$ cat config.mk
export PLATFORM = sky130hd
export DESIGN_NAME = store_write_buffer_flat
export DESIGN_NICKNAME = d
export VERILOG_FILES = /design/src/rtl/store_write_buffer_if.sv /design/src/rtl/store_write_buffer.sv /design/src/flat_wrapper.sv
export SDC_FILE = /design/constraint.sdc
export NUM_CORES = 1
export LEC_CHECK = 0
export BUFFER_PORTS_ARGS = -buffer_cell sky130_fd_sc_hd__buf_2
export CORE_MARGIN = 2
export CORE_UTILIZATION = 58
export CTS_BUF_LIST = sky130_fd_sc_hd__clkbuf_16
export CTS_CLUSTER_DIAMETER = 50
export DETAILED_ROUTE_END_ITERATION = 12
export PLACE_DENSITY = 0.8
export RECOVER_POWER = 25
export SLEW_MARGIN = 10
export SYNTH_ARGS = -nofsm -noshare
export SYNTH_HDL_FRONTEND = slang
export SYNTH_SLANG_ARGS = --single-unit
$ cat constraint.sdc
create_clock -name clk -period 3.9 [get_ports clk]
set_input_delay 0.39 -clock clk [delete_from_list [all_inputs] [get_ports clk]]
set_output_delay 0.39 -clock clk [all_outputs]
set_load 0.01 [all_outputs]
$ cat src/rtl/store_write_buffer_if.sv
// Core/memory-side bundle for the store write buffer: store requests, load
// address for hazard lookup, and the head-entry memory port.
interface store_write_buffer_if #(
  parameter int DEPTH = 4
);
  localparam int CW = $clog2(DEPTH) + 1;

  logic          memwrite;
  logic [31:0]   dataadr;
  logic [31:0]   writedata;
  logic [1:0]    storesize;
  logic [31:0]   loadadr;
  logic          stall;
  logic          conflict;
  logic          memreq;
  logic [31:0]   memadr;
  logic [31:0]   memdata;
  logic [3:0]    membe;
  logic          memack;
  logic [CW-1:0] count;
  logic          misalign;

  modport master (
    output memwrite, dataadr, writedata, storesize, loadadr, memack,
    input  stall, conflict, memreq, memadr, memdata, membe, count, misalign
  );

  modport slave (
    input  memwrite, dataadr, writedata, storesize, loadadr, memack,
    output stall, conflict, memreq, memadr, memdata, membe, count, misalign
  );
endinterface

$ cat src/rtl/store_write_buffer.sv
// Store write buffer: circular FIFO of lane-aligned stores draining to data
// memory in order, with a word-granular load-hazard lookup.
module store_write_buffer #(
  parameter int DEPTH = 4
) (
  input logic                 clk,
  input logic                 reset,
  store_write_buffer_if.slave bus
);
  localparam int PW = $clog2(DEPTH);
  localparam int CW = PW + 1;

  logic [29:0]      adr_mem  [DEPTH];
  logic [31:0]      data_mem [DEPTH];
  logic [3:0]       be_mem   [DEPTH];
  logic [DEPTH-1:0] valid;
  logic [PW-1:0]    head;
  logic [PW-1:0]    tail;
  logic [CW-1:0]    count;
  logic             misalign;

  logic             full;
  logic             aligned;
  logic             push;
  logic             pop;
  logic             conflict;
  logic [31:0]      new_data;
  logic [3:0]       new_be;
  logic             unused_bits;

  // Lane placement: data is replicated across lanes, byte enables select them.
  always_comb begin
    aligned  = 1'b1;
    new_be   = 4'b1111;
    new_data = bus.writedata;
    case (bus.storesize)
      2'b01: begin
        aligned  = ~bus.dataadr[0];
        new_be   = bus.dataadr[1] ? 4'b1100 : 4'b0011;
        new_data = {2{bus.writedata[15:0]}};
      end
      2'b10: begin
        new_be   = 4'b0001 << bus.dataadr[1:0];
        new_data = {4{bus.writedata[7:0]}};
      end
      default: aligned = (bus.dataadr[1:0] == 2'b00);
    endcase
  end

  assign full = (count == CW'(DEPTH));
  assign push = bus.memwrite & ~full & aligned;
  assign pop  = bus.memack & (count != '0);

  always_ff @(posedge clk) begin
    if (push) begin
      adr_mem[tail]  <= bus.dataadr[31:2];
      data_mem[tail] <= new_data;
      be_mem[tail]   <= new_be;
    end
  end

  // Full-with-ack frees a slot only after the edge, so that cycle's store is rejected.
  always_ff @(posedge clk or negedge reset) begin
    if (!reset) begin
      head     <= '0;
      tail     <= '0;
      count    <= '0;
      valid    <= '0;
      misalign <= 1'b0;
    end else begin
      if (pop) begin
        valid[head] <= 1'b0;
        head        <= head + PW'(1);
      end
      if (push) begin
        valid[tail] <= 1'b1;
        tail        <= tail + PW'(1);
      end
      case ({push, pop})
        2'b10:   count <= count + CW'(1);
        2'b01:   count <= count - CW'(1);
        default: count <= count;
      endcase
      if (bus.memwrite & ~full & ~aligned)
        misalign <= 1'b1;
    end
  end

  always_comb begin
    conflict = 1'b0;
    for (int i = 0; i < DEPTH; i++)
      if (valid[i] && (adr_mem[i] == bus.loadadr[31:2]))
        conflict = 1'b1;
  end

  assign unused_bits  = ^bus.loadadr[1:0];

  assign bus.stall    = bus.memwrite & full;
  assign bus.conflict = conflict;
  assign bus.memreq   = (count != '0);
  assign bus.memadr   = bus.memreq ? {adr_mem[head], 2'b00} : 32'h0;
  assign bus.memdata  = bus.memreq ? data_mem[head] : 32'h0;
  assign bus.membe    = bus.memreq ? be_mem[head] : 4'b0000;
  assign bus.count    = count;
  assign bus.misalign = misalign;
endmodule

$ cat src/flat_wrapper.sv
// flat-port wrapper written by rule: the top's interface ports become plain ports
module store_write_buffer_flat 
#(
  parameter int DEPTH = 4
)
  (clk, reset, bus_memwrite, bus_dataadr, bus_writedata, bus_storesize, bus_loadadr, bus_memack, bus_stall, bus_conflict, bus_memreq, bus_memadr, bus_memdata, bus_membe, bus_count, bus_misalign);
  store_write_buffer_if #(.DEPTH(DEPTH)) bus_i ();
  input logic clk;
  input logic reset;
  input wire logic [$bits(bus_i.memwrite)-1:0] bus_memwrite;
  input wire logic [$bits(bus_i.dataadr)-1:0] bus_dataadr;
  input wire logic [$bits(bus_i.writedata)-1:0] bus_writedata;
  input wire logic [$bits(bus_i.storesize)-1:0] bus_storesize;
  input wire logic [$bits(bus_i.loadadr)-1:0] bus_loadadr;
  input wire logic [$bits(bus_i.memack)-1:0] bus_memack;
  output wire logic [$bits(bus_i.stall)-1:0] bus_stall;
  output wire logic [$bits(bus_i.conflict)-1:0] bus_conflict;
  output wire logic [$bits(bus_i.memreq)-1:0] bus_memreq;
  output wire logic [$bits(bus_i.memadr)-1:0] bus_memadr;
  output wire logic [$bits(bus_i.memdata)-1:0] bus_memdata;
  output wire logic [$bits(bus_i.membe)-1:0] bus_membe;
  output wire logic [$bits(bus_i.count)-1:0] bus_count;
  output wire logic [$bits(bus_i.misalign)-1:0] bus_misalign;
  assign bus_i.memwrite = bus_memwrite;
  assign bus_i.dataadr = bus_dataadr;
  assign bus_i.writedata = bus_writedata;
  assign bus_i.storesize = bus_storesize;
  assign bus_i.loadadr = bus_loadadr;
  assign bus_i.memack = bus_memack;
  assign bus_stall = bus_i.stall;
  assign bus_conflict = bus_i.conflict;
  assign bus_memreq = bus_i.memreq;
  assign bus_memadr = bus_i.memadr;
  assign bus_memdata = bus_i.memdata;
  assign bus_membe = bus_i.membe;
  assign bus_count = bus_i.count;
  assign bus_misalign = bus_i.misalign;
  store_write_buffer #(.DEPTH(DEPTH)) u_core (.clk(clk), .reset(reset), .bus(bus_i));
endmodule
After elaboration in Yosys (flattened, before gate mapping)
Memories as Yosys holds them, arrays and structs flattened.
Cells that the tools add are included.
Cells by class
  equal/unequal tests: 9
  magnitude comparators: 4
  add/subtract/negate cells: 4
  bitwise operators: 11
  shift operators: 1
  multiplexer cells: 20
  reductions and logical operators: 9
Operators with widths (number)
  $eq 30x30->1: 4
  $mux 32: 2
  $pmux 32 s2: 1
  $mux 4: 4
  $mux 1: 8
  $pmux 4 s2: 1
  $logic_and 1x1->1: 6
  $lt 2x3->1 const B: 2
  $pmux 3 s2: 1
  $and 1x1->1: 5
  $add 2x1->2 const B: 2
  $and 4x4->4: 1
  $demux 1 s2: 2
  $eq 2x1->1 const B: 2
  $eq 2x2->1 const B: 2
  $ge 2x1->1 const B: 2
  $not 4->4: 1
  $or 4x4->4: 1
  $shl 1x2->4 const A: 1
  $add 3x1->3 const B: 1
  $eq 3x3->1 const B: 1
  $not 1->1: 3
  $reduce_bool 3->1: 1
  $sub 3x1->3 const B: 1
  3 further kinds: 3
Storage, ports and cells
  memories kept: 3
  word-level logic and storage cells: 66
  bits in writable memories: 264
  bits in registers: 12
Memory list
  u_core.data_mem: depth 4, width 32, read ports 1, clocked after Yosys merged registers in 0, wr ports 1, RTL line store_write_buffer.sv:14  | logic [31:0] data_mem [DEPTH];
  u_core.adr_mem: depth 4, width 30, read ports 5, clocked after Yosys merged registers in 0, wr ports 1, RTL line store_write_buffer.sv:13  | logic [29:0] adr_mem [DEPTH];
  u_core.be_mem: depth 4, width 4, read ports 1, clocked after Yosys merged registers in 0, wr ports 1, RTL line store_write_buffer.sv:15  | logic [3:0] be_mem [DEPTH];

Logic depth before layout (Yosys ltp)
  depth after elaboration: 9
  mapped depth: 14
  gate-level depth less buffers: 12

Least setup slack after synthesis
No wires, ideal clock.
  path kind: input to register
  from: input port bus_storesize[0]
  to: memory u_core.adr_mem[0][0], enable pin
  data arrival time: 2.972 ns
  required time: 3.469 ns
  cell stages on the path: 8
  buffers on the path: 2
  setup slack: 0.497 ns
  path through: inv_1 -> ha_1 -> buf_2 -> o21ai_0 -> o31ai_1 -> nor2_1 -> buf_2 -> and2_1
On the way
  longest elaborated chain between the ends: 5
  elaborated cells on any way between the ends: 6
Ends and longest elaborated chain
  start: declaration: RTL line flat_wrapper.sv:13  | input wire logic [$bits(bus_i.storesize)-1:0] bus_storesize;
  $eq 2x2->1 or $eq 2x1->1 (tied branches): RTL line store_write_buffer.sv:36  | case (bus.storesize)
  $pmux 1 s2 *: RTL line store_write_buffer.sv:36
  $and 1x1->1 *: RTL line store_write_buffer.sv:51  | assign push = bus.memwrite & ~full & aligned;
  $mux 1 *: RTL line store_write_buffer.sv:55  | if (push) begin
  $mux 1 (implied by the code) *: RTL line store_write_buffer.sv:56  | adr_mem[tail] <= bus.dataadr[31:2];
  end: declaration: RTL line store_write_buffer.sv:13
Every way passes the cells marked *; elsewhere a longest branch is shown, timed or not.

Final worst setup path
  from: register u_core.head[0]
  to: output port bus_memdata[19]
On the way
  longest elaborated chain between the ends: 2
Ends and longest elaborated chain
  start: declaration: RTL line store_write_buffer.sv:17  | logic [PW-1:0] head;
  start signal: assignment: RTL line store_write_buffer.sv:73  | head <= head + PW'(1);
  $mem_v2 4x32
  $mux 32: RTL line store_write_buffer.sv:102  | assign bus.memdata = bus.memreq ? data_mem[head] : 32'h0;
  end: declaration: RTL line flat_wrapper.sv:20  | output wire logic [$bits(bus_i.memdata)-1:0] bus_memdata;
Every way passes these cells.

==> run_results.csv <==
group,metric,value,unit
power_and_ir_drop,swShare,0.297,
placement,dp_cells,1157,
sta,report.final.slew_viol_count,0,
global_route,grt-ovfl-total,0,
power_and_ir_drop,p_seq_frac,0.404,
global_route,use_met3,0.0431,
drt,avgViaCountPerCell,5.88,
critical_path,worstPathRequired,3510,ps
logic_synthesis,synth_top_area_share,0.634,
critical_path,reg2reg_from,"u_core.bus.count[2]$_DFFE_PN0P_",
power_and_ir_drop,combPwrFrac,0.316,
status,outcome,"complete, no violations",
sta,fin_crit,2990,ps
global_route,grt_first_pass_wirelength,41000,um
sta,slew_headroom,0.449,
clock_tree,cts_buffers,28,
critical_path,cp-start-kind,"register",
sta,setup-violations-final,0,
critical_path,slowest_stage,"dfrtp_4",
finish,layout.cells.non_filler,1207,
global_route,antenna_found_initial,1,
finish,final_util,0.687,
finish,layout.nets,1027,
finish,drive_above_1_share,0.282,
power_and_ir_drop,power_density,667,mW/mm2
drt,wl_per_cell,23.4,um
critical_path,critPathCaptureType,"primary output",
logic_synthesis,ys_seq_elements,276,
logic_synthesis,netlist_instances,745,
power_and_ir_drop,p_total,9.67,mW
critical_path,worstPathCellList,"buf_4 -> mux4_2 -> and2_1 -> buf_2",
floorplanning,die-area,0.0228,mm2
worst_hold_path,hold_class,"in -> reg",
finish,antenna_cells,0,
clock_tree,clk_pin_slew,60,ps
drt,vias,7098,
clock_tree,cts_buffer_depth,3,
logic_synthesis,synth.avg_cell_area,16.8,um2
global_route,grt_max_degree,68,
global_route,use_met2,0.423,
finish,areaGrowthSynthToFinish,15.8,%
clock_tree,cts.sinks,276,
critical_path,path_class,"reg -> out",
drt,drc_errors,0,
floorplanning,core,0.0211,mm2
critical_path,cp-startpoint,"u_core.head[0]$_DFFE_PN0N_",
clock_tree,clock_latency,540,ps
critical_path,worstSetupEndpoint,"bus_memdata[19]",
power_and_ir_drop,switchingPower,2.88,mW
power_and_ir_drop,clockPowerShare,0.281,
sta,finalHoldViolations,0,
critical_path,r2r-end,"u_core.bus.count[2]$_DFFE_PN0P_",
finish,fin_area,0.0145,mm2
global_route,first_global_vias,7068,
sta,rsz0062_at_grt,"false",
critical_path,worstPathMaxFanout,25,
placement,post-dp-hpwl,19100,um
drt,antenna_left,0,
logic_synthesis,synth_cell_types,35,
sta,fin_skew,8.58,ps
logic_synthesis,synth_top_area_cell,"edfxtp_1",
floorplanning,rows,53,
clock_tree,cts_tree,"built",
power_and_ir_drop,internal-power,6.79,mW
sta,fmax,0.334,GHz
floorplanning,die_w,151,um
global_route,grt.total_usage,0.249,
sta,period_share,0.767,
floorplanning,initial_utilization,0.593,
clock_tree,h-tree-depth,1,
sta,fin_ws,909,ps
logic_synthesis,synthTopCellsByArea,"edfxtp_1 (63%), mux4_2 (12%), xnor2_1 (5.5%)",
logic_synthesis,yosysWarnings,0,
global_route,met1_usage,0.329,
floorplanning,ios,177,
power_and_ir_drop,ir_drop,0.411,mV
placement,placed_cell_area,0.0136,mm2
clock_tree,post-cts-setup-buffers,0,
critical_path,reg2reg_depth,8,
critical_path,critical_path.max_stage_delay,770,ps
placement,gp_congestion,0.913,
critical_path,r2r_slack,1720,ps
logic_synthesis,syn_area,0.0125,mm2
drt,wirelength,28200,um
finish,nFillCells,1465,
power_and_ir_drop,cellLeakagePower,5.05,nW
flow_run,maxCapViolCount,0,
logic_synthesis,ys_seq_area_frac,0.658,
drt,drt_pass1_iterations,5,
clock_tree,cts_root_buf,"clkbuf_16",
drt,drtIter0Drc,523,
sta,tightest_slew,817,ps
global_route,top_usage_layer,"met2",
sta,setup_tns,0,ps
floorplanning,die_height,151,um
clock_tree,cts_resized,0,
clock_tree,postCtsHoldBufs,1,
sta,hold_slack,109,ps
placement,dp_slack,1090,ps
placement,port_buffers,172,
critical_path,cp.arrival,2600,ps
==> Yosys cell counts <==
cell	instances
edfxtp_1	264
xnor2_1	79
and2_1	71
mux4_2	66
xor2_1	46
clkbuf_1	32
nand2_1	31
nand4_1	25
o21ai_0	19
nor4_1	16
a22o_1	12
dfrtp_1	12
ha_1	11
inv_1	11
buf_2	10
a22oi_1	8
buf_12	4
buf_1	3
nor2_1	3
nor2b_1	3
buf_4	2
nand2b_1	2
o21bai_1	2
or2_2	2
a21oi_1	1
a31o_2	1
and3_1	1
buf_6	1
conb_1	1
fa_1	1
mux2_2	1
mux2i_1	1
o21ai_1	1
o31ai_1	1
or3_1	1
==> layout by cell type, fill, tap and decap left out, drive strengths merged, types with 23 or more instances in the layout <==
cell type,synthesis,routed
and2,71,71
xor2,46,46
nand2,31,31
xnor2,79,79
nand4,25,25
inv,11,23
clkbuf,32,68
mux4,66,66
edfxtp,264,264
buf,20,149
==> cell type report <==
class                           instances  area (um2)  area share
Tap cell                              275         344      0.0237
Multi-Input combinational cell        407        3960       0.273
Inverter                               11        41.3     0.00285
Clock buffer                           29         726      0.0501
Timing Repair Buffer                  189         967      0.0668
Sequential cell                       276        8230       0.568
Clock inverter                         20         216      0.0149
==> registers in the layout, summed over array words and instances, names as in the netlist <==
name / count
u_core.adr_mem: 120
u_core.bus.misalign: 1
u_core.be_mem: 16
u_core.bus.count: 3
u_core.valid: 4
u_core.data_mem: 128
u_core.head: 2
u_core.tail: 2
==> power groups by stage <==
| stage | Clock, mW | Combinational [mW] | Sequential, mW |
|---|---|---|---|
| floorplan | 0 | 2.19 | 3.81 |
| global placement | 0 | 3.04 | 3.94 |
| detailed placement | 0 | 3.07 | 3.96 |
| CTS | 2.75 | 3.10 | 3.91 |
| global route | 2.86 | 3.30 | 3.94 |
| finish | 2.71 | 3.05 | 3.90 |
==> worst max-delay path, delay by kind of cell (launching register included) <==
family | cells | cell delay [ps]
flip-flops | 1 | 770
multiplexers | 1 | 550
buffers and inverters | 2 | 540
AND/OR/NAND/NOR | 1 | 190
==> layer usage <==
layer | wire (um) | vias to the layer above
met3 | 2280 | 54
met4 | 952 | 2
met1 | 10700 | 3542
met5 | 12 | -
li1 | - | 3163
met2 | 14300 | 337
==> how the worst min path moves through the flow <==
stage,from,to,depth (start not counted)
after global placement,reset,u_core.bus.count[0]$_DFFE_PN0P_,1
after floorplan,reset,u_core.bus.count[0]$_DFFE_PN0P_,0
after detailed placement,reset,u_core.bus.count[0]$_DFFE_PN0P_,1
final,bus_dataadr[21],u_core.adr_mem[3][19]$_DFFE_PP_,1
after CTS,bus_dataadr[21],u_core.adr_mem[2][19]$_DFFE_PP_,1
after global routing,bus_dataadr[25],u_core.adr_mem[0][23]$_DFFE_PP_,1
==> kinds of logic (layout without fill, tap and decap cells) <==
| logic type | count (synthesis) | count (layout) | synth area share |
|---|---|---|---|
| mux | 68 | 68 | 0.121 |
| compound gates | 45 | 45 | 0.0241 |
| xor+xnor | 125 | 125 | 0.0875 |
| buf+inv | 63 | 249 | 0.0263 |
| flops | 276 | 276 | 0.658 |
| other cells | 1 | 2 | 0.000300 |
| simple gates | 155 | 155 | 0.0707 |
| fa+ha+maj | 12 | 12 | 0.0126 |
Power figures use the tool's default switching activity.
